==> src/rtl/multi_counter_pkg.sv <==
// Shared run-state and channel-mode codes for the multi-channel interval counter.
package multi_counter_pkg;

    localparam logic [7:0] STATE_RESET = 8'd0;
    localparam logic [7:0] STATE_RUN   = 8'd1;
    localparam logic [7:0] STATE_HALT  = 8'd2;

    localparam logic MODE_WRAP = 1'b0;
    localparam logic MODE_SAT  = 1'b1;

endpackage

==> src/rtl/interval_counter_chan.sv <==
// One channel: divides clk by a programmable interval and counts the resulting ticks,
// with clear, wrap/saturate mode, a registered tick strobe and a sticky overflow flag.
module interval_counter_chan
    import multi_counter_pkg::*;
#(
    parameter int CNT_W = 32,
    parameter int IV_W  = 32
) (
    input  logic             clk,
    input  logic             rst,
    input  logic [7:0]       state,
    input  logic [IV_W-1:0]  interval,
    input  logic             en,
    input  logic             mode,
    input  logic             clr,
    output logic [CNT_W-1:0] counter,
    output logic [IV_W-1:0]  count_interval,
    output logic             tick,
    output logic             ovf
);

    logic [IV_W-1:0] ei;
    logic            fire;
    logic            cnt_max;

    // An interval of 0 behaves as 1; ">=" gives a single reload when the interval is lowered.
    assign ei      = (interval == '0) ? IV_W'(1) : interval;
    assign fire    = (count_interval >= ei);
    assign cnt_max = (counter == '1);

    always_ff @(posedge clk) begin
        if (rst || state == STATE_RESET || clr) begin
            counter        <= '0;
            count_interval <= IV_W'(1);
            tick           <= 1'b0;
            ovf            <= 1'b0;
        end else begin
            tick <= 1'b0;
            case (state)
                STATE_RUN: begin
                    if (en) begin
                        if (fire) begin
                            count_interval <= IV_W'(1);
                            if (mode == MODE_SAT && cnt_max) begin
                                ovf <= 1'b1;
                            end else begin
                                counter <= counter + CNT_W'(1);
                                tick    <= 1'b1;
                                if (cnt_max) ovf <= 1'b1;
                            end
                        end else begin
                            count_interval <= count_interval + IV_W'(1);
                        end
                    end
                end
                // Halt keeps the count but forces a full interval on resume.
                STATE_HALT: count_interval <= IV_W'(1);
                default: ;
            endcase
        end
    end

endmodule

==> src/rtl/multi_interval_counter.sv <==
// N-channel interval counter: one independent interval_counter_chan per channel,
// all sharing clk, rst and the global run state.
module multi_interval_counter
    import multi_counter_pkg::*;
#(
    parameter int NCH   = 4,
    parameter int CNT_W = 32,
    parameter int IV_W  = 32
) (
    input  logic                 clk,
    input  logic                 rst,
    input  logic [7:0]           state,
    input  logic [NCH*IV_W-1:0]  interval,
    input  logic [NCH-1:0]       ch_en,
    input  logic [NCH-1:0]       ch_mode,
    input  logic [NCH-1:0]       clr,
    output logic [NCH*CNT_W-1:0] counter,
    output logic [NCH*IV_W-1:0]  count_interval,
    output logic [NCH-1:0]       tick,
    output logic [NCH-1:0]       ovf
);

    for (genvar i = 0; i < NCH; i++) begin : g_ch
        interval_counter_chan #(
            .CNT_W(CNT_W),
            .IV_W (IV_W)
        ) u_chan (
            .clk           (clk),
            .rst           (rst),
            .state         (state),
            .interval      (interval[i*IV_W +: IV_W]),
            .en            (ch_en[i]),
            .mode          (ch_mode[i]),
            .clr           (clr[i]),
            .counter       (counter[i*CNT_W +: CNT_W]),
            .count_interval(count_interval[i*IV_W +: IV_W]),
            .tick          (tick[i]),
            .ovf           (ovf[i])
        );
    end

endmodule

==> config.mk <==
export PLATFORM = sky130hd
export DESIGN_NAME = multi_interval_counter
export DESIGN_NICKNAME = d
export VERILOG_FILES = /design/src/rtl/multi_counter_pkg.sv /design/src/rtl/interval_counter_chan.sv /design/src/rtl/multi_interval_counter.sv
export SDC_FILE = /design/constraint.sdc
export NUM_CORES = 1
export LEC_CHECK = 0
export ABC_AREA = 0
export CORE_MARGIN = 3
export CORE_UTILIZATION = 43
export DETAILED_ROUTE_END_ITERATION = 16
export MAX_ROUTING_LAYER = met4
export PLACE_DENSITY = 0.8
export RECOVER_POWER = 25
export SLEW_MARGIN = 0
export SYNTH_ARGS = -nofsm -noshare
export SYNTH_HDL_FRONTEND = slang
export SYNTH_SLANG_ARGS = --single-unit
==> constraint.sdc <==
create_clock -name clk -period 3.6 [get_ports clk]
set_input_delay 0.9 -clock clk [delete_from_list [all_inputs] [get_ports clk]]
set_output_delay 0.9 -clock clk [all_outputs]
set_load 0.02 [all_outputs]
== Word level (Yosys, flattened, before mapping) ==
Cells that the tools add are included.

* Output and inout bits: 264
* Bits in registers: 264
* Input bits: 150

* Bitwise logic cells: 13
* $add $sub $neg: 8
* Order comparisons: 4
* Equal/unequal tests: 10
* Reductions and logical operators: 35
* Muxes and demuxes: 28

{| class="wikitable"
|+ Operators with widths
! kind !! count
|-
| 32-bit 2-to-1 mux || 12
|-
| 32-bit by 1-bit adder with 32-bit output, second input constant || 8
|-
| 32-bit case mux with 2 select lines || 4
|-
| 32-bit == test, second input constant || 4
|-
| 32-bit greater-or-equal comparator || 4
|-
| 32-bit zero test || 4
|-
| 4-bit AND reduction || 8
|-
| 4-bit OR reduction || 4
|-
| 1-bit NOT || 13
|-
| 1-bit 2-to-1 mux || 12
|-
| 2-bit nonzero test || 5
|-
| 8-bit by 1-bit == test with 1-bit output, second input constant || 1
|-
| 8-bit by 2-bit == test with 1-bit output, second input constant || 1
|-
| 8-bit zero test || 1
|-
| 2-bit inequality test, second input constant || 4
|-
| 2-bit AND reduction || 4
|-
| 1-bit logical OR || 5
|-
| 1-bit logical AND || 4
|}

== Longest topological paths before layout ==
Gate-level depths: netlist of the first run.

* Word-level depth: 6
* Depth in mapped cells: 13
* Gate-level depth less buffers: 11

== Modules after synthesis ==
Synthesis of the first run repeated with hierarchy kept, for this count alone.

* Cells, all modules: 2122
* Area total of the unflattened synthesis: 17145.2 um2

{| class="wikitable"
|+ Modules (own cells, without submodules)
! module !! instances !! area an instance (um2) !! cells each !! seq. area each (um2)
|-
| interval_counter_chan (g_ch[0].u_chan ...) || 2 || 4070.2 || 513 || 1321.3
|-
| interval_counter_chan (g_ch[3].u_chan) || 1 || 4814.6 || 570 || 1321.3
|-
| interval_counter_chan (g_ch[1].u_chan) || 1 || 4190.3 || 526 || 1321.3
|}

== Least setup slack after synthesis of the first run ==
Ideal clock, no wire load.

* Path type: input port to flip-flop
* Start: in interval[56]
* End: reg g_ch[1].u_chan.count_interval[26]
* Stages on the path: 12
* Arrival: 3.569 ns
* Setup time: 0.074 ns
* Path slack: -0.043 ns
* Cell sequence: nor4_1 > nand4_1 > o21bai_1 > ha_1 > nand2b_1 > a2111o_1 > a32oi_2 > a31oi_2 > or4b_1 > buf_2 > a211o_1 > a31oi_1

* Cells in the longest elaborated chain, start to end: 6

{| class="wikitable"
|+ Ends and longest elaborated chain
! what !! RTL line !! text
|-
| start, declared || multi_interval_counter.sv:13 || <nowiki>input logic [NCH*IV_W-1:0] interval,</nowiki>
|-
| 32-bit zero test || interval_counter_chan.sv:27 || <nowiki>assign ei = (interval == '0) ? IV_W'(1) : interval;</nowiki>
|-
| 32-bit 2-to-1 mux (*) || interval_counter_chan.sv:27 ||
|-
| 32-bit greater-or-equal comparator (*) || interval_counter_chan.sv:28 || <nowiki>assign fire = (count_interval >= ei);</nowiki>
|-
| 32-bit 2-to-1 mux (*) || interval_counter_chan.sv:42 || <nowiki>if (fire) begin</nowiki>
|-
| 32-bit 2-to-1 mux (*) || interval_counter_chan.sv:41 || <nowiki>if (en) begin</nowiki>
|-
| 32-bit case mux with 2 select lines (*) || interval_counter_chan.sv:39 || <nowiki>case (state)</nowiki>
|-
| end signal, assigned || interval_counter_chan.sv:52 || <nowiki>count_interval <= count_interval + IV_W'(1);</nowiki>
|-
| end, declared || interval_counter_chan.sv:17 || <nowiki>output logic [IV_W-1:0] count_interval,</nowiki>
|}

Mark *: on every way between the ends. The rest lies on a longest branch, timed or not. The select of a mux whose other input is x is not followed.
A chain may end at the register's enable or synchronous reset.

== Worst setup path in the final report of the first run ==
* Start: in interval[80]
* End: reg g_ch[2].u_chan.counter[30]

* Cells in the longest elaborated chain, start to end: 4

{| class="wikitable"
|+ Ends and longest elaborated chain
! what !! RTL line !! text
|-
| 32-bit zero test || interval_counter_chan.sv:27 ||
|-
| 32-bit 2-to-1 mux (*) || interval_counter_chan.sv:27 ||
|-
| 32-bit greater-or-equal comparator (*) || interval_counter_chan.sv:28 ||
|-
| 4-bit AND reduction (no source line) (*) || -- ||
|-
| end signal, assigned || interval_counter_chan.sv:47 || <nowiki>counter <= counter + CNT_W'(1);</nowiki>
|-
| end, declared || interval_counter_chan.sv:16 || <nowiki>output logic [CNT_W-1:0] counter,</nowiki>
|}

Mark *: on every way between the ends. The rest lies on a longest branch, timed or not.

==> results of run 1 <==
final cells by class:
cell class	instances	area, um2
inverter	154	578.1
sequential	264	5285
clock inverter	12	191.4
tap	504	630.6
clock buffer	39	813.3
multi-input combinational	1571	10420
timing repair buffer	609	6020
antenna	3	7.507
fill	3028	13020
Yosys cell counts, types with 3 or more instances:
master       n
and2_1      24
or3_1       71
a21oi_1    161
o21ai_0    107
nor2b_1      8
o21a_1      26
clkbuf_1    41
buf_4        8
a22oi_1      5
or4_1       40
ha_1       136
dfxtp_1    264
o21bai_1     5
or2_2        7
mux2i_1      4
a311oi_1     3
nor2_1     190
inv_1      154
nand4_1     94
and3b_1      3
xnor2_1     40
a2111oi_0    6
o211ai_1    19
o31ai_1     29
a21o_1      10
a211oi_1     5
nand3_1    108
nor3_1      41
and4_1      21
nand2_1    163
a31oi_1      8
o2111ai_1    8
and3_1      49
buf_2       21
xor2_1      76
nor4_1      43
nand2b_1    12
nand4b_1     5
flip-flops by register name, indices dropped and copies added, names as in the netlist:
name and cells:
g_ch.u_chan.ovf 4, g_ch.u_chan.tick 4, g_ch.u_chan.count_interval 128, g_ch.u_chan.counter 128
path summary, 6_finish.rpt:
path                                                  from                                      end  slack [ns]  cells past startpoint
max reg2reg  g_ch[2].u_chan.count_interval[5]$_SDFFE_PP0P_  g_ch[2].u_chan.counter[30]$_SDFFE_PP0P_        0.51                     10
min                        g_ch[0].u_chan.ovf$_SDFFE_PP0P_          g_ch[0].u_chan.ovf$_SDFFE_PP0P_        0.48                      1
max                                           interval[80]  g_ch[2].u_chan.counter[30]$_SDFFE_PP0P_      -0.003                     14
min reg2reg                g_ch[0].u_chan.ovf$_SDFFE_PP0P_          g_ch[0].u_chan.ovf$_SDFFE_PP0P_        0.48                      1
what timing repair did:
item,CTS,global route
setup buffers,3,6
gates cloned,1,6
setup endpoints to repair,129,192
hold buffers,0,0
gates resized for setup,29,119
pin swaps,15,56
cells by family (layout without fill, tap and decap cells):
kind of cell	Yosys count	after routing	synth area share (%)
buf+inv	226	814	5.609
xor+xnor	116	116	6.247
flops	264	264	32.50
compound gates	419	419	15.87
other cells	0	3	0
fa+ha+maj	136	136	10.46
simple gates	896	896	29.07
mux	4	4	0.2462
critical path, delay by kind of cell:
kind	cells	cell delay, ns
AND/OR/NAND/NOR	5	1.47
AO/OA/AOI/OAI	5	0.90
buffers and inverters	3	0.64
adder cells (fa/ha/maj)	1	0.16
report_power, final:
part | switching, mW | total (mW) | leakage, nW | internal [mW]
clock | 1.23 | 3.16 | 0.494 | 1.93
sequential | 0.000179 | 2.92 | 2.13 | 2.92
combinational | 0.235 | 0.512 | 7.47 | 0.277
total | 1.46 | 6.59 | 10.1 | 5.13
cells in the final DEF (no fill, tap or decap), drive strengths merged, types with 108 or more instances in the layout:
cell	n
ha	136
o21ai	109
nand2	163
nor2	190
buf	191
dfxtp	264
clkdlybuf4s50	208
dlygate4sd3	128
a21oi	162
nand3	108
inv	154
per-stage QoR:
step	power (mW)	setup TNS, ns	area, um2	util, %
2_1_floorplan	3.141	0	16300	-
3_3_place_gp	3.464	-117.41	22220	60.12
3_5_place_dp	3.477	-132.12	22220	60.12
4_1_cts	6.623	0	23370	63.23
5_1_grt	6.792	-0.2025	23940	64.78
6_report	6.590	-0.003104	23940	64.78
layer usage:
layer | GRT usage, % | vias up | share of wire [%]
met2 | 47.93 | 741 | 50
met4 | 8.657 | 0 | 3.8
met5 | - | - | 0
met1 | 31.51 | 8572 | 40
li1 | - | 8606 | -
met3 | 4.605 | 162 | 6.7
==> summary.md, run 1 <==
| Metric | Value |
|---|---|
| Rel. slew slack | `49.81%` |
| Mapped Cells | `2,061` |
| DR vias | `18,080` |
| Crit path cell chain | `dlygate4sd2_1 -> nor4_2 -> nand4_1 -> o21bai_1 -> ha_1 -> nand2b_4 -> a2111oi_2 -> or4b_4 -> a31oi_4 -> buf_12 -> o221ai_4 -> clkbuf_16 -> or3_1 -> a21oi_1` |
| First drt pass iteration count | `6` |
| Final worst slack | `-0.003104 ns` |
| Pre-CTS WS | `-0.7770 ns` |
| Synth top area share | `32.50%` |
| Vias in the first global route | `17,770` |
| Critical Path RT | `4.06 ns` |
| FMAX | `0.2775 GHz` |
| Kind of critical path | `in -> reg` |
| Die height | `200.5 um` |
| Pin count of the biggest net entering global routing | `42` |
| Async set-reset flop share out of synthesis | `0%` |
| IO buf count | `413` |
| Yosys warns | `0` |
| Slowest stage cell, crit path | `or4b_4` |
| Final Hold Violating Endpoints | `0` |
| Mapped Area | `0.01626 mm2` |
| ANT nets after route | `0` |
| Placed insts | `3,086` |
| Total grt overflow | `0` |
| Failing checks | `negative setup slack` |
| Setup crit start kind | `primary input` |
| Mean post-synth cell area | `7.891 um2` |
| Core region area | `0.03696 mm2` |
| Layout cell share with drive strength beyond 1 | `11.97%` |
| Final WL | `58,030 um` |
| IO Count | `414` |
| Max VDD drop | `0.0003043 V` |
| RD Place Congestion | `0.8947` |
| Synth unique cells | `72` |
| Clock buffer depth | `3` |
| Die X | `200.5 um` |
| Routed vias/inst | `5.729` |
| Min Hold Slack | `0.4789 ns` |
| DRC Markers | `0` |
| Crit Path Max Fanout | `7` |
| Actual slew at the worst max-slew pin | `0.7459 ns` |
| Final Critical Period | `3.603 ns` |
| Seq/Total Area, Yosys | `32.50%` |
| Initial antenna violation count | `3` |
| FP Rows | `70` |
| Max Cap Viol | `0` |
| Syn nets | `2,347` |
| Outcome | `finished with violations` |
| CTS H-tree lvls | `1` |
| Final cell count without fillers | `3,156` |
| Ys flop type | `dfxtp_1` |
| CTS tree | `yes` |
| Clock Sinks | `264` |
| Clock Latency Late Sink | `0.55 ns` |
| Die area | `0.04019 mm2` |
| Cell taking the most area after synthesis | `dfxtp_1` |
| Number of synthesized flops with an enable pin | `0` |
| Post-DP HPWL | `43,210 um` |
| Slew Viols, Final | `0` |
| Reg clk slew, reported paths | `0.06 ns` |
| Final setup vio count | `1` |
| Global-route wire length before repair | `90,160 um` |
| CP peak stage delay | `0.53 ns` |
| Wire length per cell | `18.39 um` |
| Ranking of synthesized cells by area | `dfxtp_1 32%, ha_1 10%, a21oi_1 5.0%` |
| Nets | `2,915` |
| CTS root buf | `clkbuf_16` |
| Pwr per Cell Area | `275.2 mW/mm2` |
| Area Overhead vs Synth | `47.21%` |
| Initial DRC count | `1,146` |
| Setup Skew | `0.01279 ns` |
| Initial Util | `44.00%` |
| Final period util | `100.1%` |
| CTS Buf Count | `29` |
| P_leak | `10.09 nW` |
| Worst setup EP type | `flop` |
| Tot GR Track Use | `27.16%` |
| #FFs+latches synth | `264` |
| Critical Path AT | `4.07 ns` |
| Tightest Hold Check Type | `reg -> reg` |
No activity file was read; power rests on OpenSTA's default activity.
==> run 2: changes to the inputs <==
Settings changed: GPL_TIMING_DRIVEN from default to 0, SYNTH_HIERARCHICAL from default to 1.
==> run 2 against run 1 <==
  * The flow now finishes without violations
  * Global-route usage is 0.37 points lower
  * Critical path depth down 1
  * Non-clock buffer count is 110 lower
  * Count of clock-buffer cells in the layout rose by 7
  * Cell area fell by 1.1%
  * Largest power group unchanged
  * Largest cell class unchanged
  * Via count increased by 0.62%
  * Critical endpoint is now g_ch[1].u_chan/counter[5]$_SDFFE_PP0P_
  * Critical path type unchanged
  * Register-to-register slack improved by 0.02 ns
==> summary.md, run 2 <==
| Metric | Value |
|---|---|
| Clock buffer depth | `3 (unchanged)` |
| Async set-reset flop share out of synthesis | `0% (unchanged)` |
| Top cells by count, synth | `264 x dfxtp_1, 194 x nand2_1, 161 x a21oi_1` |
| Global-route wire length before repair | `90,980 um (+0.92%)` |
| R2R depth | `10 (unchanged)` |
| Max Cap Viol | `0 (unchanged)` |
| R2r startpoint | `g_ch[0].u_chan/count_interval[14]$_SDFFE_PP0P_` |
| Yosys warns | `6 (+6)` |
| Biggest regs | `g_ch.u_chan/count_interval: 128 flops, g_ch.u_chan/counter: 128 flops` |
| Cell with the most instances after synthesis | `dfxtp_1` |
| Mapped Area | `0.01715 mm2 (+5.4%)` |
| Max VDD drop | `0.0003642 V (+20%)` |
| Setup Skew | `0.01105 ns (-0.001742 ns)` |
| Final Hold Violating Endpoints | `0 (unchanged)` |
| RD Place Congestion | `0.9411 (+5.2%)` |
| Mean post-synth cell area | `8.080 um2 (+2.4%)` |
| Layout cell share with drive strength beyond 1 | `8.966% (-3.0 points)` |
| Sw Ratio | `23.49% (+1.3 points)` |
| Worst setup EP type | `flop` |
| Pin count of the biggest net entering global routing | `21 (-50%)` |
| Hold_buf cts | `0 (unchanged)` |
| Hold path startpoint | `g_ch[2].u_chan/ovf$_SDFFE_PP0P_` |
| Synth top area share | `30.83% (-1.7 points)` |
| First drt pass iteration count | `6 (unchanged)` |
| Die height | `205.7 um (+2.6%)` |
| #FFs+latches synth | `264 (unchanged)` |
| Most common cell after layout, fill and taps aside | `dfxtp_1` |
| Syn nets | `2,408 (+2.6%)` |
| R2R setup slack | `0.53 ns (+0.02 ns)` |
| Post-DP HPWL | `44,740 um (+3.5%)` |
| Core region area | `0.03901 mm2 (+5.5%)` |
| Crit Path Max Fanout | `5 (-2)` |
| IO buf count | `413 (unchanged)` |
| DRC Markers | `0 (unchanged)` |
| Final setup vio count | `0 (-1)` |
| Initial DRC count | `1,265 (+10%)` |
| Number of synthesized flops with an enable pin | `0 (unchanged)` |
| Final Critical Period | `3.548 ns (-0.05480 ns)` |
| Tightest Hold Check Type | `reg -> reg` |
| Routed vias/inst | `5.809 (+1.4%)` |
| Setup crit start kind | `primary input` |
| Initial Util | `43.95% (-0.048 points)` |
| Critical Path RT | `4.09 ns (+0.03 ns)` |
| Synth unique cells | `81 (+13%)` |
| Kind of critical path | `in -> reg` |
| Actual slew at the worst max-slew pin | `0.9755 ns (+0.2295 ns)` |
| Mapped Cells | `2,122 (+3.0%)` |
| Seq/Total Area, Yosys | `30.83% (-1.7 points)` |
| Combinational Power Share | `7.4% (-0.4 points)` |
| Slew Viols, Final | `0 (unchanged)` |
| Die X | `205.7 um (+2.6%)` |
| Sw power | `1.491 mW (+2.1%)` |
| CTS tree | `yes` |
| Ys flop type | `dfxtp_1` |
| IO Count | `414 (unchanged)` |
| Total grt overflow | `0 (unchanged)` |
| CTS root buf | `clkbuf_16` |
| Die area | `0.04230 mm2 (+5.3%)` |
| P_int | `4.855 mW (-5.3%)` |
| Rel. slew slack | `34.97% (-15 points)` |
| FMAX | `0.2818 GHz (+1.5%)` |
| Hold depth | `1 (unchanged)` |
| Ranking of synthesized cells by area | `dfxtp_1 31%, ha_1 9.9%, a21oi_1 4.7%` |
| DR vias | `18,190 (+0.62%)` |
| CTS Buf Count | `31 (+6.9%)` |
| Storage cell area | `0.005285 mm2 (unchanged)` |
| Wire length per cell | `18.72 um (+1.8%)` |
| Final period util | `98.56% (-1.5 points)` |
| P_leak | `9.298 nW (-7.8%)` |
| ANT nets after route | `0 (unchanged)` |
| WHS Endpoint | `g_ch[2].u_chan/ovf$_SDFFE_PP0P_` |
| Pwr per Cell Area | `268.1 mW/mm2 (-2.6%)` |
| FF-to-FF End | `g_ch[0].u_chan/counter[11]$_SDFFE_PP0P_` |
| Seq pwr share | `46.0% (+1.7 points)` |
| Reg clk slew, reported paths | `0.06 ns (about the same)` |
| # fillers | `3,275 (+8.2%)` |
| Min Hold Slack | `0.4869 ns (+0.008047 ns)` |
| Outcome | `completed` |
| Cell taking the most area after synthesis | `dfxtp_1` |
| Vias in the first global route | `17,520 (-1.4%)` |
| Clock network power share | `46.5% (-1.4 points)` |
| Commonest cells after routing, fill and taps aside | `264 x dfxtp_1, 220 x clkdlybuf4s50_1, 192 x nand2_1, 160 x nor2_1, 147 x inv_1` |
| FP Rows | `72 (+2.9%)` |
| Nets | `2,873 (-1.4%)` |
| Area Overhead vs Synth | `38.06%` |
| Tot GR Track Use | `26.79% (-0.37 points)` |
| Clock Latency Late Sink | `0.57 ns (+0.02 ns)` |
| CTS H-tree lvls | `1 (unchanged)` |
| Multi-input logic area | `0.01135 mm2 (+9.0%)` |
| Initial antenna violation count | `4 (+1)` |
| Critical Path AT | `4.04 ns (-0.03 ns)` |
| Clock Sinks | `264 (unchanged)` |
| Post-layout util | `60.68% (-4.1 points)` |
| Final WL | `58,630 um (+1.0%)` |
## run 2: layout make-up
class,instances,share of cell area [%]
multi-input cells,1644,47.96
flip-flops and latches,264,22.33
repair buffers,433,18.75
clock buffers,46,3.769
well taps,518,2.738
inverters,147,2.331
plain buffers,66,1.813
clock inverters,10,0.2696
diodes,4,0.04229
## run 2: timing repair
| item | in CTS | in global routing |
|---|---|---|
| gates cloned | 3 | 1 |
| resized for setup | 40 | 133 |
| pin swaps | 17 | 51 |
| endpoints found under the setup margin | 228 | 219 |
| setup buffers | 11 | 4 |
## run 2: metrics by stage
step	setup slack [ns]	TNS (ns)	std cells	instance area, um2	power (mW)
CTS	0.004639	0	3122	23110	6.392
detailed placement	-1.097	-196.86	3053	21930	3.431
global placement	-1.046	-177.78	3053	21930	3.415
floorplan	0.2381	0	2122	17150	3.169
global route	-0.07376	-0.4435	3132	23670	6.564
finish	0.05170	0	3132	23670	6.346
## run 2: power by group through the flow
stage	clock (mW)	sequential (mW)	combinational, mW
after global placement	0	2.99	0.429
after floorplan	0	2.99	0.182
final	2.95	2.92	0.470
after global routing	3.13	2.92	0.513
after detailed placement	0	2.99	0.444
after CTS	3.01	2.92	0.455
## run 2: kinds of logic (layout without fill, tap and decap cells)
| group | count (synthesis) | in the layout | synth area share [%] |
|---|---|---|---|
| simple gates | 961 | 961 | 30.27 |
| compound gates | 414 | 414 | 16.52 |
| flops | 264 | 264 | 30.83 |
| buf+inv | 214 | 702 | 5.393 |
| fa+ha+maj | 136 | 136 | 9.925 |
| xor+xnor | 96 | 96 | 4.904 |
| mux | 37 | 37 | 2.160 |
| other cells | 0 | 4 | 0 |
## run 2: how the worst max path moves through the flow
stage	slack, ns	endpoint	startpoint
after floorplan	0.24	g_ch[3].u_chan/counter[15]$_SDFFE_PP0P_	interval[121]
after global placement	-1.05	g_ch[1].u_chan/ovf$_SDFFE_PP0P_	interval[39]
after detailed placement	-1.10	g_ch[1].u_chan/count_interval[7]$_SDFFE_PP0P_	interval[40]
after CTS	0.005	g_ch[1].u_chan/counter[1]$_SDFFE_PP0P_	interval[41]
after global routing	-0.07	g_ch[0].u_chan/counter[11]$_SDFFE_PP0P_	interval[16]
final	0.05	g_ch[1].u_chan/counter[5]$_SDFFE_PP0P_	interval[58]
## run 2: critical path: stages
cell and delay (ns):
clkdlybuf4s50_1 0.44, nor4_1 0.28, nand4_1 0.14, o21bai_1 0.22, ha_1 0.17, nand2b_4 0.13
a2111oi_4 0.07, or4_4 0.46, a31oi_4 0.33, o211ai_4 0.15, buf_6 0.15, or4_4 0.47
a21oi_2 0.13
## run 2: metal layers
layer | routed length (um) | GRT usage (%) | vias to the layer above | share of wire, %
met3 | 4932 | 6.502 | 129 | 8.4
met5 | 0 | - | - | 0
met2 | 28560 | 45.06 | 711 | 49
li1 | - | - | 8714 | -
met1 | 23490 | 31.85 | 8640 | 40
met4 | 1653 | 7.884 | 0 | 2.8
